==> config.mk <==
export PLATFORM = sky130hd
export DESIGN_NAME = dshot_rx
export DESIGN_NICKNAME = d
export VERILOG_FILES = /design/src/rtl/dshot_rx.sv
export SDC_FILE = /design/constraint.sdc
export NUM_CORES = 1
export LEC_CHECK = 0
export CAP_MARGIN = 25
export CORE_ASPECT_RATIO = 1.5
export CORE_MARGIN = 4
export CORE_UTILIZATION = 50
export CTS_BUF_LIST = sky130_fd_sc_hd__clkbuf_4 sky130_fd_sc_hd__clkbuf_8
export CTS_CLUSTER_SIZE = 8
export DETAILED_ROUTE_END_ITERATION = 8
export PLACE_DENSITY = 0.73
export SLEW_MARGIN = 20
export SYNTH_ARGS = -nofsm -noshare
export SYNTH_HDL_FRONTEND = slang
export SYNTH_SLANG_ARGS = --single-unit
==> constraint.sdc <==
create_clock -name CLK -period 3.8 [get_ports CLK]
set_clock_uncertainty 0.2 [all_clocks]
set_input_delay 1.14 -clock CLK [delete_from_list [all_inputs] [get_ports CLK]]
set_output_delay 1.14 -clock CLK [all_outputs]
set_load 0.02 [all_outputs]
==> src/rtl/dshot_rx.sv <==
// DShot single-wire frame receiver: measures bit high times, assembles 16-bit frames,
// checks the 4-bit CRC and presents throttle/telemetry with one-cycle result strobes.
module dshot_rx #(
    parameter int BASE_FREQ  = 100_000_000,
    parameter int DSHOT_RATE = 600
) (
    input  logic        CLK,
    input  logic        RESET,
    input  logic        DSHOT_IN,
    output logic [10:0] THROTTLE,
    output logic        TELEM,
    output logic        FRAME_VALID,
    output logic        CRC_ERR,
    output logic        FRAME_ERR,
    output logic        BUSY
);

    localparam int PERIOD = BASE_FREQ / (DSHOT_RATE * 1000);
    localparam logic [15:0] THRESH    = 16'(PERIOD / 2);
    localparam logic [15:0] MIN_HIGH  = 16'(PERIOD / 8);
    localparam logic [15:0] MAX_HIGH  = 16'(PERIOD - PERIOD / 8);
    localparam logic [15:0] TIMEOUT_M1 = 16'(2 * PERIOD - 1);

    localparam logic [2:0] ST_IDLE     = 3'd0;
    localparam logic [2:0] ST_HIGH     = 3'd1;
    localparam logic [2:0] ST_LOW      = 3'd2;
    localparam logic [2:0] ST_WAIT_LOW = 3'd3;
    localparam logic [2:0] ST_CHECK    = 3'd4;

    logic        sync1_q, sync2_q, prev_q;
    logic [2:0]  state_q, state_d;
    logic [15:0] cnt_q, cnt_d;
    logic [3:0]  idx_q, idx_d;
    logic [15:0] shift_q, shift_d;
    logic [10:0] throttle_q, throttle_d;
    logic        telem_q, telem_d;
    logic        valid_q, valid_d;
    logic        crc_err_q, crc_err_d;
    logic        frame_err_q, frame_err_d;
    logic [1:0]  settle_q, settle_d;
    logic        armed_q, armed_d;

    logic        rise, fall;
    logic [11:0] payload;
    logic [3:0]  crc;

    assign rise    = sync2_q & ~prev_q;
    assign fall    = ~sync2_q & prev_q;
    assign payload = shift_q[15:4];
    assign crc     = payload[3:0] ^ payload[7:4] ^ payload[11:8];

    // A line already high when reset is released must fall before a frame may start:
    // arm only once the synchronizer has settled and shows low, or on a falling edge.
    always_comb begin
        settle_d = (settle_q == 2'd3) ? settle_q : settle_q + 2'd1;
        armed_d  = armed_q | fall | ((settle_q == 2'd3) & ~sync2_q);
    end

    always_comb begin
        state_d     = state_q;
        cnt_d       = (cnt_q == 16'hFFFF) ? cnt_q : cnt_q + 16'd1;
        idx_d       = idx_q;
        shift_d     = shift_q;
        throttle_d  = throttle_q;
        telem_d     = telem_q;
        valid_d     = 1'b0;
        crc_err_d   = 1'b0;
        frame_err_d = 1'b0;

        if (rise || fall) begin
            cnt_d = 16'd0;
        end

        case (state_q)
            ST_IDLE: begin
                if (rise && armed_q) begin
                    state_d = ST_HIGH;
                    idx_d   = 4'd0;
                end
            end
            ST_HIGH: begin
                // The falling edge wins over overflow so WAIT_LOW never misses its edge.
                if (fall) begin
                    if (cnt_q < MIN_HIGH) begin
                        frame_err_d = 1'b1;
                        state_d     = ST_IDLE;
                    end else begin
                        shift_d = {shift_q[14:0], (cnt_q >= THRESH)};
                        if (idx_q == 4'd15) begin
                            state_d = ST_CHECK;
                        end else begin
                            idx_d   = idx_q + 4'd1;
                            state_d = ST_LOW;
                        end
                    end
                end else if (cnt_q > MAX_HIGH) begin
                    frame_err_d = 1'b1;
                    state_d     = ST_WAIT_LOW;
                end
            end
            ST_LOW: begin
                if (rise) begin
                    state_d = ST_HIGH;
                end else if (cnt_q >= TIMEOUT_M1) begin
                    frame_err_d = 1'b1;
                    state_d     = ST_IDLE;
                end
            end
            ST_WAIT_LOW: begin
                if (fall) begin
                    state_d = ST_IDLE;
                end
            end
            ST_CHECK: begin
                if (crc == shift_q[3:0]) begin
                    throttle_d = shift_q[15:5];
                    telem_d    = shift_q[4];
                    valid_d    = 1'b1;
                end else begin
                    crc_err_d = 1'b1;
                end
                state_d = ST_IDLE;
            end
            default: begin
                state_d = ST_IDLE;
            end
        endcase
    end

    always_ff @(posedge CLK) begin
        if (RESET) begin
            sync1_q     <= 1'b0;
            sync2_q     <= 1'b0;
            prev_q      <= 1'b0;
            state_q     <= ST_IDLE;
            cnt_q       <= 16'd0;
            idx_q       <= 4'd0;
            shift_q     <= 16'd0;
            throttle_q  <= 11'd0;
            telem_q     <= 1'b0;
            valid_q     <= 1'b0;
            crc_err_q   <= 1'b0;
            frame_err_q <= 1'b0;
            settle_q    <= 2'd0;
            armed_q     <= 1'b0;
        end else begin
            sync1_q     <= DSHOT_IN;
            sync2_q     <= sync1_q;
            prev_q      <= sync2_q;
            state_q     <= state_d;
            cnt_q       <= cnt_d;
            idx_q       <= idx_d;
            shift_q     <= shift_d;
            throttle_q  <= throttle_d;
            telem_q     <= telem_d;
            valid_q     <= valid_d;
            crc_err_q   <= crc_err_d;
            frame_err_q <= frame_err_d;
            settle_q    <= settle_d;
            armed_q     <= armed_d;
        end
    end

    assign THROTTLE    = throttle_q;
    assign TELEM       = telem_q;
    assign FRAME_VALID = valid_q;
    assign CRC_ERR     = crc_err_q;
    assign FRAME_ERR   = frame_err_q;
    assign BUSY        = (state_q != ST_IDLE);

endmodule

==> results of run 1 <==
==> cells in the final DEF (no fill, tap or decap), types with 2 or more instances in the layout <==
| cell type | instances |
|---|---|
| xor2_1 | 11 |
| clkbuf_8 | 9 |
| buf_4 | 3 |
| and2_1 | 5 |
| nor3_1 | 10 |
| nand3b_1 | 3 |
| a211oi_1 | 3 |
| nor4_1 | 2 |
| o31a_1 | 2 |
| inv_1 | 7 |
| nand2_1 | 35 |
| clkdlybuf4s50_1 | 18 |
| dfxtp_1 | 60 |
| nor2_1 | 38 |
| and4_1 | 2 |
| a31oi_1 | 3 |
| clkinvlp_4 | 4 |
| a21oi_1 | 12 |
| ha_1 | 5 |
| xnor2_1 | 9 |
| mux2i_1 | 30 |
| nand3_1 | 13 |
| and3_1 | 4 |
| nor2b_1 | 3 |
| a21boi_0 | 2 |
| o2111ai_1 | 4 |
| o21ai_0 | 14 |
| o31ai_1 | 2 |
==> path summary, 6_finish.rpt <==
kind / slack (ns) / cells past startpoint / to
min reg2reg: 0.24 / 1 / sync2_q
max reg2reg: 1.36 / 6 / shift_q[15]
min: 0.24 / 1 / sync2_q
max: 0.78 / 3 / BUSY
==> critical path: stages (launching register included) <==
cell,delay [ns]
dfxtp_1,0.37
nor3_1,0.31
inv_1,0.10
clkdlybuf4s50_1,0.55
==> kinds of logic after synthesis <==
group	Yosys count
compound gates	49
mux	30
flops	60
simple gates	124
fa+ha+maj	5
buf+inv	22
xor+xnor	20
==> state kept, by name (all words and copies together) (netlist names) <==
| register | cells |
|---|---|
| sync2_q | 1 |
| THROTTLE | 11 |
| TELEM | 1 |
| armed_q | 1 |
| sync1_q | 1 |
| state_q | 3 |
| shift_q | 16 |
| prev_q | 1 |
| settle_q | 2 |
| FRAME_VALID | 1 |
| FRAME_ERR | 1 |
| cnt_q | 16 |
| CRC_ERR | 1 |
| idx_q | 4 |
==> through the flow <==
step / worst slack (ns) / hold WS, ns / util / cell area [um^2] / instances
floorplan: 1.59 / 0.214 / - / 2800 / 310
global placement: 1.06 / 0.236 / 0.548 / 2990 / 386
detailed placement: 0.987 / 0.228 / 0.548 / 2990 / 386
CTS: 0.754 / 0.244 / 0.581 / 3170 / 402
global route: 0.675 / 0.255 / 0.581 / 3170 / 402
finish: 0.779 / 0.241 / 0.581 / 3170 / 402
==> final cells by class <==
cell class	count	area (um^2)	share of cell area
tap	70	87.6	0.0277
multi-input combinational	228	1470	0.465
clock inverter	7	52.6	0.0166
timing repair buffer	21	203	0.0640
inverter	7	26.3	0.00830
sequential	60	1200	0.379
clock buffer	9	124	0.0391
==> report_power, final <==
| group | internal [mW] | total (mW) | switching [mW] |
|---|---|---|---|
| combinational | 0.0173 | 0.0450 | 0.0277 |
| sequential | 0.639 | 0.647 | 0.00763 |
| clock | 0.238 | 0.502 | 0.264 |
| total | 0.894 | 1.19 | 0.300 |
==> routing by layer <==
metal	track usage	wire length [um]	share of wire
met5	0	0	0
met4	0.102	127	0.024
met3	0.0354	196	0.036
met2	0.310	2780	0.52
met1	0.179	2280	0.42
==> flow_metrics.env, run 1 <==
export IMPL_clkLatencyLatePin_ns=0.34
export IMPL_max_slew_margin=0.509
export IMPL_dr_first_iter_drc_count=154
export IMPL_n_antenna_cell=0
export IMPL_synthAdderAreaFrac=0.0223
export IMPL_synth_top_cell_by_area="dfxtp_1"
export IMPL_fin_crit_sh=0.795
export IMPL_cts_sinks=60
export IMPL_yosys_area_share_simple=0.216
export IMPL_cp_required_ns=2.46
export IMPL_synth_xor_area_frac=0.0626
export IMPL_drtAntennaViolNets=0
export IMPL_first_global_vias=2172
export IMPL_numCtsBuffers=9
export IMPL_synth_mux_area_frac=0.107
export IMPL_grt_util_all_layers=0.171
export IMPL_startpoint="state_q[1]"
export IMPL_antenna_found_initial=0
export IMPL_overflow=0
export IMPL_synth_edff_count=0
export IMPL_min_period_ns=3.02
export IMPL_vdd_ir_drop_max_mv=0.265
export IMPL_ys_seq_area_frac=0.429
export IMPL_dp_hpwl_mm=3.81
export IMPL_outcome="finished clean"
export IMPL_cts_resized=0
export IMPL_drt_first_pass_iters=4
export IMPL_power_mw=1.19
export IMPL_nFillCells=511
export IMPL_io_pins=19
export IMPL_drt_wirelength_per_cell_um=13.4
export IMPL_crit_type="flip-flop to primary output"
export IMPL_die_x_um=69.1
export IMPL_die_y_um=99.7
export IMPL_cts_setup_buffers=0
export IMPL_finalSetupViolCount=0
export IMPL_synth_main_ff_cell="dfxtp_1"
export IMPL_syn_area_per_cell_um2=9.03
export IMPL_syn_to_final_growth_pct=13.0
export IMPL_nets=335
export IMPL_clk_path_buf_depth=2
export IMPL_ctsHoldBuffers=0
export IMPL_synth_cell_types=46
export IMPL_port_buffers=18
export IMPL_r2r_start="cnt_q[14]"
export IMPL_tightest_slew_ns=0.737
export IMPL_tns_ns=0
export IMPL_p_leak_nw=1.23
export IMPL_yosysWarnings=0
export IMPL_power_density_mw_per_mm2=377
export IMPL_route_detailed_drc=0
export IMPL_synth_top_cell_area_share=0.429
export IMPL_cts_tree="yes"
export IMPL_min_path_type="flip-flop to flip-flop"
export IMPL_place_congestion=0.847
export IMPL_initial_core_util=0.514
export IMPL_synth_top_family_by_area="simple AND/OR/NAND/NOR gates"
export IMPL_maxCapViolCount=0
export IMPL_die_area_mm2=0.00689
export IMPL_hold_viol=0
export IMPL_vias_per_cell=5.52
export IMPL_worst_setup_path_end_kind="primary output"
export IMPL_max_freq_ghz=0.331
export IMPL_routed_wl_mm=5.38
export IMPL_grt_pass1_wl_mm=9.53
export IMPL_synthMostInstantiatedCell="dfxtp_1"
export IMPL_grt_max_degree=29
export IMPL_synthTopCellsByArea="dfxtp_1 (43%), mux2i_1 (11%), nor2_1 (5.1%)"
export IMPL_cts_clk_slew_worst_paths_ns=0.07
export IMPL_drive_above_1_share=0.0663
export IMPL_vias=2218
export IMPL_floorplan_rows=33
export IMPL_clockRootBuffer="clkbuf_8"
export IMPL_cp_start_kind="flip-flop"
export IMPL_core_area_mm2=0.00545
export IMPL_syn_cell_area_mm2=0.00280
export IMPL_min_delay_start="sync1_q"
export IMPL_synth_top_cells_by_count="dfxtp_1 (60), nor2_1 (38), nand2_1 (35), mux2i_1 (30), o21ai_0 (14)"
export IMPL_grt_setup_unrepaired="no"
export IMPL_synth_fp_nets=318
export IMPL_ys_ff_latch=60
export IMPL_crit_arrival_ns=1.68
export IMPL_maxSlewViolCount=0
export IMPL_cts_max_level=3
export IMPL_async_flop_share=0
export IMPL_synth_compound_area_frac=0.118
export IMPL_cp_max_fo=7
export IMPL_syn_inst=310
(Power assumes the default switching activity.)
==> inputs of run 2 (changes only) <==
--- a/config.mk
+++ b/config.mk
@@ -12,7 +12,7 @@
 export CTS_BUF_LIST = sky130_fd_sc_hd__clkbuf_4 sky130_fd_sc_hd__clkbuf_8
 export CTS_CLUSTER_SIZE = 8
 export DETAILED_ROUTE_END_ITERATION = 8
-export PLACE_DENSITY = 0.73
+export PLACE_DENSITY = 0.76
 export SLEW_MARGIN = 20
 export SYNTH_ARGS = -nofsm -noshare
 export SYNTH_HDL_FRONTEND = slang
==> constraint.sdc (replaced) <==
create_clock -name CLK -period 2.6 [get_ports CLK]
set_clock_uncertainty 0.2 [all_clocks]
set_input_delay 0.78 -clock CLK [delete_from_list [all_inputs] [get_ports CLK]]
set_output_delay 0.78 -clock CLK [all_outputs]
set_load 0.02 [all_outputs]
==> flow_metrics.env, run 2 (synthesis gave the netlist of run 1 again) <==
export IMPL_placed_cells=390
export IMPL_p_leak_nw=1.30
export IMPL_stdcell_count=406
export IMPL_drtAntennaViolNets=0
export IMPL_r2r_cells=6
export IMPL_grt_setup_unrepaired="no"
export IMPL_switching_share=0.215
export IMPL_core_area_mm2=0.00545
export IMPL_min_path_type="flip-flop to flip-flop"
export IMPL_rrSetupSlack_ns=0.43
export IMPL_fin_crit_sh=0.873
export IMPL_antenna_found_initial=0
export IMPL_p_sw_uw=418
export IMPL_cellInternalPower_mw=1.52
export IMPL_nFillCells=499
export IMPL_cts_clk_slew_worst_paths_ns=0.07
export IMPL_outcome="finished clean"
export IMPL_maxCapViolCount=0
export IMPL_numCtsBuffers=9
export IMPL_hold_slack_ns=0.255
export IMPL_dpl_cell_area_mm2=0.00302
export IMPL_grt_max_degree=26
export IMPL_place_ws_ns=0.167
export IMPL_slowest_delay_ns=0.62
export IMPL_clockRootBuffer="clkbuf_8"
export IMPL_crit_chain="clkdlybuf4s50_1"
export IMPL_initial_core_util=0.514
export IMPL_combPwrFrac=0.035
export IMPL_clk_path_buf_depth=2
export IMPL_tns_ns=0
export IMPL_die_y_um=99.7
export IMPL_cts_tree="yes"
export IMPL_vias=2197
export IMPL_tightest_slew_ns=0.597
export IMPL_io_pins=19
export IMPL_final_cell_mix="dfxtp_1 (60), nor2_1 (38), nand2_1 (35)"
export IMPL_drt_first_pass_iters=4
export IMPL_crit_path_top_delay_cell="clkdlybuf4s50_1"
export IMPL_overflow=0
export IMPL_max_slew_margin=0.599
export IMPL_finalSetupViolCount=0
export IMPL_nets=339
export IMPL_cts_sinks=60
export IMPL_worst_setup_path_end_kind="primary output"
export IMPL_vias_per_cell=5.41
export IMPL_fin_ws_ns=0.330
export IMPL_die_area_mm2=0.00689
export IMPL_worstSetupPathDepth=1
export IMPL_power_mw=1.94
export IMPL_seq_power_share=0.487
export IMPL_port_buffers=18
export IMPL_drive_above_1_share=0.0804
export IMPL_place_congestion=0.894
export IMPL_power_density_mw_per_mm2=596
export IMPL_n_antenna_cell=0
export IMPL_floorplan_rows=33
export IMPL_crit_family="buffers and inverters"
export IMPL_hold_viol=0
export IMPL_multi_input_area_mm2=0.00148
export IMPL_dp_hpwl_mm=3.90
export IMPL_cp_endpoint="THROTTLE[6]"
export IMPL_crit_arrival_ns=1.29
export IMPL_final_util=0.598
export IMPL_r2r_end="shift_q[3]"
export IMPL_post_route_cell_area_mm2=0.00326
export IMPL_maxSlewViolCount=0
export IMPL_vdd_ir_drop_max_mv=0.507
export IMPL_min_period_ns=2.27
export IMPL_route_detailed_drc=0
export IMPL_crit_type="flip-flop to primary output"
export IMPL_syn_to_final_growth_pct=16.4
export IMPL_mostFrequentLayoutCell="dfxtp_1"
export IMPL_cts_max_level=3
export IMPL_grt_util_all_layers=0.169
export IMPL_crit_buf_inv=1
export IMPL_cp_required_ns=1.62
export IMPL_seqCellArea_mm2=0.00120
export IMPL_grt_pass1_wl_mm=9.42
export IMPL_max_freq_ghz=0.440
export IMPL_ctsHoldBuffers=0
export IMPL_clkLatencyLatePin_ns=0.33
export IMPL_die_x_um=69.1
export IMPL_drt_wirelength_per_cell_um=13.5
export IMPL_r2r_start="cnt_q[14]"
export IMPL_power_frac_clock=0.477
export IMPL_routed_wl_mm=5.47
export IMPL_startpoint="THROTTLE[6]"
export IMPL_cp_max_fo=2
export IMPL_cts_setup_buffers=0
export IMPL_cp_start_kind="flip-flop"
export IMPL_dr_first_iter_drc_count=101
export IMPL_first_global_vias=2202
-- run 2: area by class of cell --
class,count,area share
clock buffer,10,0.0422
inverter,7,0.00806
multi-input combinational,228,0.455
tap,70,0.0269
clock inverter,6,0.0269
timing repair buffer,25,0.0722
sequential,60,0.369
-- run 2: how the worst min path moves through the flow --
stage	startpoint	end	slack (ns)	depth (start not counted)
after floorplan	sync1_q	sync2_q	0.21	1
after global placement	sync1_q	sync2_q	0.23	1
after detailed placement	THROTTLE[8]	THROTTLE[8]	0.25	2
after CTS	THROTTLE[8]	THROTTLE[8]	0.26	2
after global routing	sync1_q	sync2_q	0.27	1
final	THROTTLE[2]	THROTTLE[2]	0.25	2
-- run 2: worst min-delay path: stages (launching register included) --
cell and delay [ns]:
dfxtp_1 0.31, nand2_1 0.05, mux2i_1 0.05
-- run 2: repair_timing --
action                                  in CTS  in global routing
endpoints found under the setup margin       1                  1
hold endpoints to repair                     0                  0
resized for setup                            2                  1
-- run 2: power by group through the flow --
stage / Sequential, mW / Clock (mW) / Combinational (mW)
global placement: 0.965 / 0 / 0.0659
detailed placement: 0.967 / 0 / 0.0695
floorplan: 0.963 / 0 / 0.0511
finish: 0.946 / 0.928 / 0.0689
CTS: 0.946 / 0.952 / 0.0704
global route: 0.947 / 0.989 / 0.0775
-- run 2: metal layers --
layer	wire [um]	track usage	up-vias
met5	0	0	-
met4	112	0.0932	0
met3	178	0.0435	13
met2	2890	0.315	35
met1	2290	0.167	1019
li1	-	-	1130
==> inputs of run 3 (changes only) <==
--- a/config.mk
+++ b/config.mk
@@ -6,14 +6,14 @@
 export NUM_CORES = 1
 export LEC_CHECK = 0
 export CAP_MARGIN = 25
-export CORE_ASPECT_RATIO = 1.5
+export CORE_ASPECT_RATIO = 0.7
 export CORE_MARGIN = 4
 export CORE_UTILIZATION = 50
 export CTS_BUF_LIST = sky130_fd_sc_hd__clkbuf_4 sky130_fd_sc_hd__clkbuf_8
 export CTS_CLUSTER_SIZE = 8
 export DETAILED_ROUTE_END_ITERATION = 8
 export PLACE_DENSITY = 0.76
-export SLEW_MARGIN = 20
+export SLEW_MARGIN = 10
 export SYNTH_ARGS = -nofsm -noshare
 export SYNTH_HDL_FRONTEND = slang
 export SYNTH_SLANG_ARGS = --single-unit
==> flow_metrics.env, run 3 (synthesis gave the netlist of run 1 again) <==
export IMPL_route_detailed_drc=0
export IMPL_vdd_ir_drop_max_mv=0.395
export IMPL_p_sw_uw=417
export IMPL_clkLatencyLatePin_ns=0.33
export IMPL_cts_clk_slew_worst_paths_ns=0.07
export IMPL_grt_pass1_wl_mm=9.56
export IMPL_drive_above_1_share=0.0776
export IMPL_cellInternalPower_mw=1.41
export IMPL_ctsHoldBuffers=0
export IMPL_place_ws_ns=0.220
export IMPL_switching_share=0.228
export IMPL_cts_resized=1
export IMPL_drt_first_pass_iters=4
export IMPL_combPwrFrac=0.038
export IMPL_finalSetupViolCount=0
export IMPL_seqCellArea_mm2=0.00120
export IMPL_p_leak_nw=1.28
export IMPL_drtAntennaViolNets=0
export IMPL_vias_per_cell=5.44
export IMPL_io_pins=19
export IMPL_worst_setup_path_end_kind="flip-flop"
export IMPL_clk_path_buf_depth=2
export IMPL_grt_max_degree=26
export IMPL_hold_viol=0
export IMPL_maxCapViolCount=0
export IMPL_floorplan_rows=22
export IMPL_min_period_ns=2.30
export IMPL_fin_crit_sh=0.886
export IMPL_clockRootBuffer="clkbuf_8"
export IMPL_cts_max_level=3
export IMPL_multi_input_area_mm2=0.00148
export IMPL_cp_start_kind="flip-flop"
export IMPL_cp_required_ns=2.64
export IMPL_power_frac_clock=0.445
export IMPL_min_path_type="flip-flop to flip-flop"
export IMPL_place_congestion=0.802
export IMPL_max_freq_ghz=0.434
export IMPL_first_global_vias=2119
export IMPL_die_area_mm2=0.00688
export IMPL_cts_sinks=60
export IMPL_cts_tree="yes"
export IMPL_nFillCells=469
export IMPL_power_density_mw_per_mm2=567
export IMPL_drt_wirelength_per_cell_um=13.9
export IMPL_die_y_um=70.6
export IMPL_r2r_start="cnt_q[7]"
export IMPL_tns_ns=0
export IMPL_dr_first_iter_drc_count=130
export IMPL_startpoint="cnt_q[7]"
export IMPL_grt_setup_unrepaired="no"
export IMPL_vias=2216
export IMPL_overflow=0
export IMPL_min_delay_start="sync1_q"
export IMPL_maxSlewViolCount=0
export IMPL_core_area_mm2=0.00534
export IMPL_die_x_um=97.4
export IMPL_grt_util_all_layers=0.173
export IMPL_n_antenna_cell=0
export IMPL_final_cell_mix="dfxtp_1 (60), nor2_1 (38), nand2_1 (35)"
export IMPL_crit_type="flip-flop to flip-flop"
export IMPL_outcome="finished clean"
export IMPL_mostFrequentLayoutCell="dfxtp_1"
export IMPL_fin_ws_ns=0.297
export IMPL_dp_hpwl_mm=4.04
export IMPL_max_slew_margin=0.633
export IMPL_tightest_slew_ns=0.546
export IMPL_seq_power_share=0.517
export IMPL_initial_core_util=0.524
export IMPL_cp_max_fo=9
export IMPL_nets=338
export IMPL_numCtsBuffers=9
export IMPL_syn_to_final_growth_pct=15.1
export IMPL_routed_wl_mm=5.66
export IMPL_antenna_found_initial=0
export IMPL_cts_setup_buffers=0
export IMPL_crit_arrival_ns=2.34
export IMPL_port_buffers=18
## run 3: worst paths after layout
check,end,slack [ns],cells past startpoint
setup / recovery,cnt_q[13],0.30,4
hold / removal,sync2_q,0.25,1
setup reg to reg,cnt_q[13],0.30,4
hold reg to reg,sync2_q,0.25,1
## run 3: worst max-delay path: stages (launching register included)
cell	delay [ns]
dfxtp_1	0.54
nand3_1	0.22
nor3_1	0.51
nand3_1	0.40
a311oi_1	0.35
## run 3: layer usage
layer / up-vias / global-route usage / wire length, um
li1: 1129 / - / -
met1: 1025 / 0.236 / 2880
met2: 53 / 0.247 / 2400
met3: 9 / 0.0601 / 295
met4: 0 / 0.0783 / 82
met5: - / 0 / 0
## run 3: cell type report
class | instances | share of cell area
Multi-Input combinational cell | 228 | 0.460
Clock buffer | 10 | 0.0407
Timing Repair Buffer | 24 | 0.0706
Inverter | 7 | 0.00815
Sequential cell | 60 | 0.373
Clock inverter | 6 | 0.0202
Tap cell | 72 | 0.0279
## run 3: power groups by stage
stage | clock, mW | combinational, mW | sequential [mW]
2_1_floorplan | 0 | 0.0511 | 0.963
3_3_place_gp | 0 | 0.0648 | 0.965
3_5_place_dp | 0 | 0.0686 | 0.966
4_1_cts | 0.836 | 0.0693 | 0.945
5_1_grt | 0.878 | 0.0768 | 0.948
6_report | 0.814 | 0.0688 | 0.946
## run 3: stage by stage
stage               instances  hold WS, ns   util  power, mW  cell area [um^2]
finish                    407        0.248  0.604       1.83              3220
detailed placement        391        0.228  0.564       1.03              3010
global route              407        0.262  0.604       1.90              3220
CTS                       407        0.248  0.602       1.85              3220
floorplan                 310        0.214      -       1.01              2800
global placement          391        0.221  0.564       1.03              3010
